File: src/rtl/wb_port_arbiter.sv
// -----------------------------------------------------------------------------
// wb_port_arbiter
//
// The pipeline write-back stage and the multi-cycle MUL/DIV unit share one
// register-file write port. This block arbitrates between them.
//
// MUL/DIV results are buffered in a 2-entry FIFO. Each cycle, one source is
// granted the port. The pipeline normally wins. The buffered head is forced
// through when the FIFO is full, or when it has lost STARVE_MAX times. If the
// pipeline loses, it is stalled for that cycle.
//
// Ports:
//   clk, rst_n          clock, synchronous active-low reset
//   wb_valid_i/rd/data  pipeline write-back request
//   wb_stall_o          pipeline must hold wb_* stable next cycle
//   md_valid_i/rd/data  MUL/DIV result; md_ready_o is its handshake
//   rf_we_o/waddr/wdata registered register-file write port
//
// Optional feature (macro WB_ARB_PERF_EN):
//   adds perf_stall_cnt_o   cycles with wb_stall_o=1
//   adds perf_md_wr_cnt_o   MUL/DIV writes granted
//   Both counters are 32 bits and wrap.
// -----------------------------------------------------------------------------
module wb_port_arbiter #(
  parameter int XLEN       = 64,
  parameter int RFIDX_W    = 5,
  parameter int STARVE_MAX = 4
) (
  input  logic               clk,
  input  logic               rst_n,
  input  logic               wb_valid_i,
  input  logic [RFIDX_W-1:0] wb_rd_i,
  input  logic [XLEN-1:0]    wb_data_i,
  output logic               wb_stall_o,
  input  logic               md_valid_i,
  output logic               md_ready_o,
  input  logic [RFIDX_W-1:0] md_rd_i,
  input  logic [XLEN-1:0]    md_data_i,
`ifdef WB_ARB_PERF_EN
  output logic [31:0]        perf_stall_cnt_o,
  output logic [31:0]        perf_md_wr_cnt_o,
`endif
  output logic               rf_we_o,
  output logic [RFIDX_W-1:0] rf_waddr_o,
  output logic [XLEN-1:0]    rf_wdata_o
);

  localparam int AGE_W = 4;
  localparam logic [AGE_W-1:0] AGE_MAX = AGE_W'(STARVE_MAX);

  // Saturating increment of the starvation age.
  function automatic logic [AGE_W-1:0] age_sat_inc(input logic [AGE_W-1:0] a);
    return (a >= AGE_MAX) ? AGE_MAX : a + AGE_W'(1);
  endfunction

  // FIFO storage. This holds data only, so it has no reset.
  logic [RFIDX_W-1:0] fifo_rd   [2];
  logic [XLEN-1:0]    fifo_data [2];

  logic [1:0]       count;
  logic             head;
  logic [AGE_W-1:0] age;

  logic               pipe_req_p0, md_req_p0;
  logic               grant_md_p0, grant_pipe_p0;
  logic               enq_p0, tail_p0;
  logic               rf_we_p1;
  logic [RFIDX_W-1:0] rf_waddr_p1;
  logic [XLEN-1:0]    rf_wdata_p1;

  // ---- stage p0: requests and combinational grant ----
  always_comb begin
    pipe_req_p0   = wb_valid_i && (wb_rd_i != '0);
    md_req_p0     = (count != 2'd0);
    grant_md_p0   = md_req_p0 && (!pipe_req_p0 || (age >= AGE_MAX) || (count == 2'd2));
    grant_pipe_p0 = pipe_req_p0 && !grant_md_p0;
    md_ready_o    = rst_n && (count != 2'd2);
    wb_stall_o    = rst_n && pipe_req_p0 && grant_md_p0;
    // A handshake with destination x0 completes, but nothing is stored.
    enq_p0        = md_valid_i && md_ready_o && (md_rd_i != '0);
    // The tail slot is head when the FIFO is empty, and the other slot when
    // it holds one entry. Enqueue is impossible when the FIFO is full.
    tail_p0       = head ^ count[0];
  end

  always_ff @(posedge clk) begin
    if (enq_p0) begin
      fifo_rd[tail_p0]   <= md_rd_i;
      fifo_data[tail_p0] <= md_data_i;
    end
  end

  // ---- stage p1: FIFO/age state and registered write port ----
  always_ff @(posedge clk) begin
    if (!rst_n) begin
      count       <= 2'd0;
      head        <= 1'b0;
      age         <= '0;
      rf_we_p1    <= 1'b0;
      rf_waddr_p1 <= '0;
      rf_wdata_p1 <= '0;
    end else begin
      count <= count + {1'b0, enq_p0} - {1'b0, grant_md_p0};
      if (grant_md_p0) begin
        head <= ~head;
        age  <= '0;
      end else if (md_req_p0 && pipe_req_p0) begin
        age <= age_sat_inc(age);
      end
      rf_we_p1 <= grant_md_p0 || grant_pipe_p0;
      if (grant_md_p0) begin
        rf_waddr_p1 <= fifo_rd[head];
        rf_wdata_p1 <= fifo_data[head];
      end else if (grant_pipe_p0) begin
        rf_waddr_p1 <= wb_rd_i;
        rf_wdata_p1 <= wb_data_i;
      end
    end
  end

  assign rf_we_o    = rf_we_p1;
  assign rf_waddr_o = rf_waddr_p1;
  assign rf_wdata_o = rf_wdata_p1;

`ifdef WB_ARB_PERF_EN
  logic [31:0] perf_stall_cnt, perf_md_wr_cnt;

  always_ff @(posedge clk) begin
    if (!rst_n) begin
      perf_stall_cnt <= '0;
      perf_md_wr_cnt <= '0;
    end else begin
      if (wb_stall_o)  perf_stall_cnt <= perf_stall_cnt + 32'd1;
      if (grant_md_p0) perf_md_wr_cnt <= perf_md_wr_cnt + 32'd1;
    end
  end

  assign perf_stall_cnt_o = perf_stall_cnt;
  assign perf_md_wr_cnt_o = perf_md_wr_cnt;
`endif

endmodule

File: config.mk
export PLATFORM = sky130hd
export DESIGN_NAME = wb_port_arbiter
export DESIGN_NICKNAME = d
export VERILOG_FILES = /design/src/rtl/wb_port_arbiter.sv
export SDC_FILE = /design/constraint.sdc
export NUM_CORES = 1
export LEC_CHECK = 0
export ABC_AREA = 1
export BUFFER_PORTS_ARGS = -buffer_cell sky130_fd_sc_hd__buf_4
export CORE_MARGIN = 1
export CORE_UTILIZATION = 45
export DETAILED_ROUTE_END_ITERATION = 12
export PLACE_DENSITY = 0.66
export RECOVER_POWER = 100
export SYNTH_ARGS = -nofsm -noshare
export SYNTH_HDL_FRONTEND = slang
export SYNTH_SLANG_ARGS = --single-unit
File: constraint.sdc
create_clock -name clk -period 7.8 [get_ports clk]
set_input_delay 1.56 -clock clk [delete_from_list [all_inputs] [get_ports clk]]
set_output_delay 1.56 -clock clk [all_outputs]
set_load 0.005 [all_outputs]
==> out/metrics.cfg, run 1 <==
[outcome]
status=finished, violations left
violations=capacitance limit, slew limit

[layout]
final_nets=1154
layout-drive-gt1-share=0.2173
finish.utilization=0.5763
fillerInstances=1715
syn2layout_area_growth_pct=25.60
antenna_cells=0
fin_area_mm2=0.01122

[detailed_routing]
drc=0
detail_route.wl_per_cell_um=16.56
drtIter0Drc=335
wl_mm=21.38
via_per_inst=5.242
drtAntennaViolNets=0
first_pass_iters=4
vias=6768

[synthesis]
async_flop_share=0
synth_compound_area_frac=0.004484
syn_area_mm2=0.008930
ys_warn_count=0
ys_ff_latch=216
ys_types=26
syn_nets=965
synth-simple-area-share=0.2060
synth_fa_ha_area_frac=0.002802
synthXorXnorAreaFrac=0.001962
synth_top_family_by_area=simple AND/OR/NAND/NOR gates
synth_edf_count=138
muxShareOfSynthArea=0.07734
synth_flop_cell=edfxtp_1
ys_seq_area_frac=0.6389
avgSynthCellArea_um2=10.88
synth_cells=821

[placed_design]
post_dp_cell_area_mm2=0.01066
dp_hpwl_mm=12.61
place_congestion=0.7124
io_buffers=213

[floorplanning]
die-area_mm2=0.02041
start_util=0.4588
io_pins=214
rows=51
core-area_mm2=0.01946
die_x_um=142.9
die_height_um=142.9

[global_routing]
grt_util_all_layers=0.2100
gr-total-overflow=0
use_met2=0.3633
grt_antenna_before_repair=0
met1_usage=0.2662
grt_pass1_vias=6537
grt_busiest_layer=met2
use_met3=0.04628
grt_max_degree=74
grt_pass1_wl_mm=33.44

[critical_path]
crit_chain=clkbuf_1 -> nand2_1 -> nor2_1 -> nand2_1 -> nor2_1 -> buf_4
crit_slowest_cell=nor2_1
crit_fanout=40
worstRegToRegCells=12
start_kind=input port
crit_type=in2reg
required_ps=7930
timing.rr.start=count[0]
r2r_slack_ps=3080
cp_num_buf_inv=2
max_stage_delay_ps=2130
crit_path_end_kind=register
critical-path-top-delay-family=simple AND/OR/NAND/NOR gates
crit_arrival_ps=5930
r2r_end=count[1]

[clock_network]
clk_path_buf_depth=3
clk_pin_slew_ps=60
post_cts_buffers=0
cts-root-buf=clkbuf_16
cts_buffers=23
cts_resized=0
tritoncts=built
clock_latency_ps=500
clock_sinks=216
ctsHtreeMaxLevel=1
cts_hold_buf=0

[timing]
final.period_utilization=0.7440
fin_skew_ps=8.113
worst_pin_slew_ps=3625
fin_setup_tns_ps=0
rsz0062_at_grt=no
finalSetupViolCount=0
relSlewSlack=-1.417
fin_crit_ps=5803
hold_viol=0
max_freq_mhz=172.3
maxSlewViolCount=207

[hold_path]
holdPathEnd=age[3]
hp-class=reg2reg
min-delay-start=age[3]
hold_depth=2

[power_and_ir_drop]
worst_ir_drop_vdd_mv=0.2808
p_leak_nw=4.833
cellPowerDensity_mw_per_mm2=364.5
finalPower_mw=4.088

[run]
drv_cap=4

-- flip-flops by register name, summed over array words and instances (netlist names), named ones only --
| signal | count |
|---|---|
| fifo_data | 128 |
| rf_wdata_o | 64 |
| fifo_rd | 10 |
| rf_waddr_o | 5 |
| age | 4 |
| count | 2 |
| head | 1 |
| rf_we_o | 1 |
-- metrics by stage --
stage                     worst slack (ps)  hold slack [ps]  cells
after global placement                3277            444.1   1250
after detailed placement              3252            448.3   1250
after CTS                             3248            462.6   1291
after global routing                  1785            489.8   1291
after floorplan                       2583            432.3    821
final                                 1997            461.9   1291
-- power breakdown --
group | switching [mW] | leakage, nW | internal [mW] | total (mW)
combinational | 0.804 | 2.56 | 0.536 | 1.34
sequential | 0.166 | 1.91 | 1.51 | 1.68
clock | 0.418 | 0.361 | 0.649 | 1.07
-- routing by layer --
metal,wire [um],vias up
li1,-,3233
met3,1361,38
met5,0,-
met1,9362,3274
met2,10240,223
met4,407,0
-- area by class of cell --
| type | count | area [um^2] | share of cell area |
|---|---|---|---|
| clock buffers | 36 | 664.4 | 0.05924 |
| clock inverters | 5 | 77.57 | 0.006917 |
| inverters | 83 | 311.5 | 0.02778 |
| multi-input cells | 463 | 2590 | 0.2309 |
| flip-flops and latches | 216 | 5709 | 0.5090 |
| well taps | 265 | 331.6 | 0.02956 |
| repair buffers | 223 | 1531 | 0.1365 |
-- tightest hold or removal path: cells and delay by family, from the launching register on --
family                 cells  cell delay, ps
buffers and inverters      1              40
AND/OR/NAND/NOR            1              70
flip-flops                 1             310
-- how the worst max path moves through the flow --
stage / from / endpoint / slack (ps) / cells after the start
after floorplan: rst_n / fifo_data[0][0] / 2580 / 4
after global placement: wb_rd_i[4] / wb_stall_o / 3280 / 7
after detailed placement: wb_rd_i[4] / wb_stall_o / 3250 / 7
after CTS: wb_rd_i[4] / wb_stall_o / 3250 / 7
after global routing: rst_n / fifo_data[1][11] / 1780 / 6
final: rst_n / fifo_data[1][35] / 2000 / 6
-- layout by cell type, fill, tap and decap left out, types with 2 or more instances in the layout --
cell type	n
bufinv_16	2
inv_2	2
nand2_1	153
clkbuf_16	23
edfxtp_1	138
inv_1	80
nand3b_1	2
nand4_1	70
a21oi_1	2
nand3_1	143
clkbuf_4	106
dfxtp_1	77
mux2i_1	69
clkinv_1	2
buf_4	79
ha_1	2
clkbuf_8	4
clkbuf_1	47
nor2_1	14
-- kinds of logic (layout without fill, tap and decap cells) --
logic type / Yosys count / in the layout
multiplexers: 69 / 69
AO/OA/AOI/OAI: 4 / 4
AND/OR/NAND/NOR: 386 / 386
adder cells (fa/ha/maj): 2 / 2
XOR/XNOR: 2 / 2
flip-flops: 216 / 216
buffers and inverters: 142 / 347
-- synth_stat cells (3+ instances only) --
cell | number | area [um^2]
nand2_1 | 152 | 570.6
nand3_1 | 142 | 710.7
edfxtp_1 | 138 | 4144
inv_1 | 80 | 300.3
dfxtp_1 | 78 | 1562
nand4_1 | 70 | 437.9
mux2i_1 | 69 | 690.7
clkbuf_1 | 33 | 123.9
buf_2 | 15 | 75.07
nor2_1 | 14 | 52.55
buf_6 | 7 | 78.83
inv_2 | 3 | 11.26
No activity file was read; power rests on OpenSTA's default activity.
==> run 2: changes to the inputs <==
--- a/config.mk
+++ b/config.mk
@@ -10,7 +10,7 @@
 export CORE_MARGIN = 1
 export CORE_UTILIZATION = 45
 export DETAILED_ROUTE_END_ITERATION = 12
-export PLACE_DENSITY = 0.66
+export PLACE_DENSITY = 0.69
 export RECOVER_POWER = 100
 export SYNTH_ARGS = -nofsm -noshare
 export SYNTH_HDL_FRONTEND = slang
==> constraint.sdc (replaced) <==
create_clock -name clk -period 5.3 [get_ports clk]
set_input_delay 1.06 -clock clk [delete_from_list [all_inputs] [get_ports clk]]
set_output_delay 1.06 -clock clk [all_outputs]
set_load 0.005 [all_outputs]
==> out/metrics.cfg, run 2 (synthesis results as in run 1) <==
[outcome]
status=finished, violations left
violations=capacitance limit, slew limit

[global_routing]
grt_max_degree=77
grt_util_all_layers=0.2046
gr-total-overflow=0
grt_pass1_vias=6477
grt_antenna_before_repair=1
grt_pass1_wl_mm=32.71

[detailed_routing]
vias=6696
drtAntennaViolNets=0
detail_route.wl_per_cell_um=16.16
via_per_inst=5.195
wl_mm=20.84
top_layer_used=met5
wl_met2_mm=10.08
first_pass_iters=4
drc=0
drtIter0Drc=386
wl_met1_mm=9.143
met3WireLength_mm=1.182

[timing]
rsz0062_at_grt=no
maxSlewViolCount=151
finalSetupViolCount=0
relSlewSlack=-0.1697
fin_setup_tns_ps=0
fin_skew_ps=9.588
worst_pin_slew_ps=1755
hold_viol=0
max_freq_mhz=243.1
whs_ps=459.7
fin_crit_ps=4113
final.period_utilization=0.7761

[power_and_ir_drop]
worst_ir_drop_vdd_mv=0.3005
power_switching_mw=2.015
p_seq_frac=0.408
p_clk_frac=0.263
combPwrFrac=0.330
switching_share=0.3377
cellPowerDensity_mw_per_mm2=529.0
p_leak_nw=4.867
internal_power_mw=3.953

[clock_network]
cts_buffers=22
ctsHtreeMaxLevel=1
cts_resized=0
clk_pin_slew_ps=60
clk_path_buf_depth=3
cts-root-buf=clkbuf_16
tritoncts=built
post_cts_buffers=0
clock_latency_ps=490
cts_hold_buf=0
clock_sinks=216

[run]
drv_cap=2

[critical_path]
start_kind=input port
required_ps=4240
crit_fanout=76
worstRegToRegCells=12
crit_type=in2out
crit_arrival_ps=3050
worstSetupStartpoint=rst_n
crit_path_end_kind=primary output
timing.rr.start=count[0]

[placed_design]
io_buffers=213
dp_hpwl_mm=12.91
place_congestion=0.7183

[floorplanning]
start_util=0.4588
die-area_mm2=0.02041
die_x_um=142.9
rows=51
io_pins=214
core-area_mm2=0.01946
die_height_um=142.9

[layout]
top_register=fifo_data
final_cell_mix=nand2_1, nand3_1, edfxtp_1
layout-drive-gt1-share=0.2295
antenna_cells=0
syn2layout_area_growth_pct=26.34
final_common_cell=nand2_1
final_nets=1153
largest_register_ffs=128

[hold_path]
min-delay-start=age[3]
hold_depth=2
hp-class=reg2reg

[run 2: cell count changes in the layout (fill, tap and decap cells not counted), sizes merged]
cell	before	now
clkinv	3	2
clkbuf	180	179
[run 2: worst paths after layout]
| path | end | slack (ps) |
|---|---|---|
| setup / recovery | wb_stall_o | 1190 |
| hold / removal | age[3] | 460 |
| setup reg to reg | count[1] | 1540 |
| hold reg to reg | age[3] | 460 |
[run 2: layout make-up]
type / count / area (um^2)
flip-flops and latches: 216 / 5709
repair buffers: 223 / 1574
fillers: 1687 / 8180
multi-input cells: 463 / 2615
inverters: 83 / 311.5
clock inverters: 4 / 70.07
well taps: 265 / 331.6
clock buffers: 35 / 670.6
[run 2: stage by stage]
step / std cells / setup WS, ps / area (um^2) / util / total power, mW
after global routing: 1289 / 1011 / 11280 / 0.5797 / 6.330
after floorplan: 821 / 583.0 / 8930 / - / 3.777
after global placement: 1250 / 1757 / 10680 / 0.5488 / 4.463
after CTS: 1289 / 1908 / 11420 / 0.5869 / 6.071
after detailed placement: 1250 / 1703 / 10680 / 0.5488 / 4.498
final: 1289 / 1187 / 11280 / 0.5797 / 5.969
[run 2: power by group through the flow]
| stage | sequential [mW] | combinational, mW | clock, mW |
|---|---|---|---|
| after floorplan | 2.43 | 1.35 | 0 |
| after global placement | 2.46 | 2.00 | 0 |
| after detailed placement | 2.47 | 2.03 | 0 |
| after CTS | 2.44 | 2.04 | 1.59 |
| after global routing | 2.47 | 2.20 | 1.66 |
| final | 2.43 | 1.97 | 1.57 |
[run 2: per-layer routing]
layer / vias to the layer above / GRT usage
met4: 2 / 0.06338
met2: 208 / 0.3493
met3: 32 / 0.03890
li1: 3242 / -
met5: - / 0
met1: 3212 / 0.2629
[run 2: worst max-delay path, cell delays in order]
cell,delay (ps)
clkbuf_2,1240
inv_1,260
nor3_1,270
clkbuf_1,190
==> run 3: changes to the inputs <==
==> constraint.sdc (replaced) <==
create_clock -name clk -period 3.7 [get_ports clk]
set_input_delay 0.74 -clock clk [delete_from_list [all_inputs] [get_ports clk]]
set_output_delay 0.74 -clock clk [all_outputs]
set_load 0.005 [all_outputs]
==> out/metrics.cfg, run 3 (synthesis results as in run 1) <==
[detailed_routing]
detail_route.wl_per_cell_um=16.49
drtAntennaViolNets=0
drtIter0Drc=363
drc=0
first_pass_iters=5
wl_mm=21.39
via_per_inst=5.234
vias=6788

[layout]
final_nets=1160
top_register=fifo_data
largest_register_ffs=128
layout-drive-gt1-share=0.2258
final_cell_mix=nand2_1, nand3_1, edfxtp_1
final_common_cell=nand2_1
syn2layout_area_growth_pct=25.63
fin_area_mm2=0.01122
fillerInstances=1678
antenna_cells=0

[floorplanning]
rows=51
die-area_mm2=0.02041
die_height_um=142.9
core-area_mm2=0.01946
io_pins=214
die_x_um=142.9
start_util=0.4588

[timing]
final.period_utilization=0.8040
finalWorstSetupSlack_ps=725.3
rsz0062_at_grt=no
max_freq_mhz=336.2
fin_skew_ps=6.321
fin_crit_ps=2975
whs_ps=456.2
finalSetupViolCount=0
worst_pin_slew_ps=1545
hold_viol=0
maxSlewViolCount=26
relSlewSlack=-0.02974

[power_and_ir_drop]
cellPowerDensity_mw_per_mm2=744.4
p_leak_nw=4.839
finalPower_mw=8.351
worst_ir_drop_vdd_mv=0.4687

[run]
drv_cap=1

[clock_network]
ctsHtreeMaxLevel=1
cts_resized=0
post_cts_buffers=0
cts_buffers=22
cts_hold_buf=0
cts-root-buf=clkbuf_16
clock_sinks=216
clock_latency_ps=490
tritoncts=built
clk_pin_slew_ps=60
clk_path_buf_depth=3

[critical_path]
crit_type=in2reg
worstRegToRegCells=7
crit_path_end_kind=register
crit_arrival_ps=3060
crit_fanout=28
required_ps=3790
start_kind=input port

[outcome]
status=finished, violations left
violations=capacitance limit, slew limit

[global_routing]
grt_util_all_layers=0.2124
grt_max_degree=72
grt_pass1_vias=6568
gr-total-overflow=0
grt_pass1_wl_mm=33.64
grt_antenna_before_repair=0

[placed_design]
io_buffers=213
place_congestion=0.7626
dpl_worst_slack_ps=1017
dp_hpwl_mm=13.38
post_dp_cell_area_mm2=0.01071

[hold_path]
hold_depth=2
hp-class=reg2reg

run 3: cell types whose count changed in the layout (fill, tap and decap cells not counted), moves of 2 or more:
cell and change:
buf_4 +5, clkbuf_1 +4, clkbuf_8 -4, clkinv_1 +4, clkbuf_2 +3, buf_12 -2, bufinv_16 -2, clkinv_2 -2
run 3: area by class of cell:
class	count	area [um^2]	share of cell area
Clock buffer	35	630.6	0.05621
Sequential cell	216	5709	0.5089
Tap cell	265	331.6	0.02956
Clock inverter	5	22.52	0.002008
Multi-Input combinational cell	463	2619	0.2334
Timing Repair Buffer	230	1594	0.1421
Inverter	83	311.5	0.02777
run 3: layer usage:
| metal | global-route usage | share of wire |
|---|---|---|
| met4 | 0.06621 | 0.024 |
| met2 | 0.3540 | 0.47 |
| met3 | 0.03991 | 0.075 |
| met5 | 0 | 0 |
| met1 | 0.2804 | 0.43 |
run 3: report_power, final:
part	switching (mW)	internal, mW
clock	0.859	1.17
sequential	0.339	3.19
combinational	1.71	1.08
total	2.91	5.44
run 3: critical path, cell delays in order:
cell,delay [ps]
clkbuf_2,530
nand2_1,170
nor2_1,150
nand2_1,190
nor2_4,130
clkbuf_1,1120
run 3: path summary, 6_finish.rpt:
kind	end	start	slack [ps]
setup / recovery	fifo_rd[0][4]	rst_n	730
hold / removal	age[3]	age[3]	460
setup reg to reg	fifo_rd[0][4]	count[0]	1040
hold reg to reg	age[3]	age[3]	460
run 3: per-stage QoR:
step	setup TNS, ps	instances	utilization
after global placement	0	1257	0.5502
after CTS	0	1297	0.5838
final	0	1297	0.5764
after detailed placement	0	1257	0.5502
after global routing	0	1297	0.5764
after floorplan	-96180	821	-
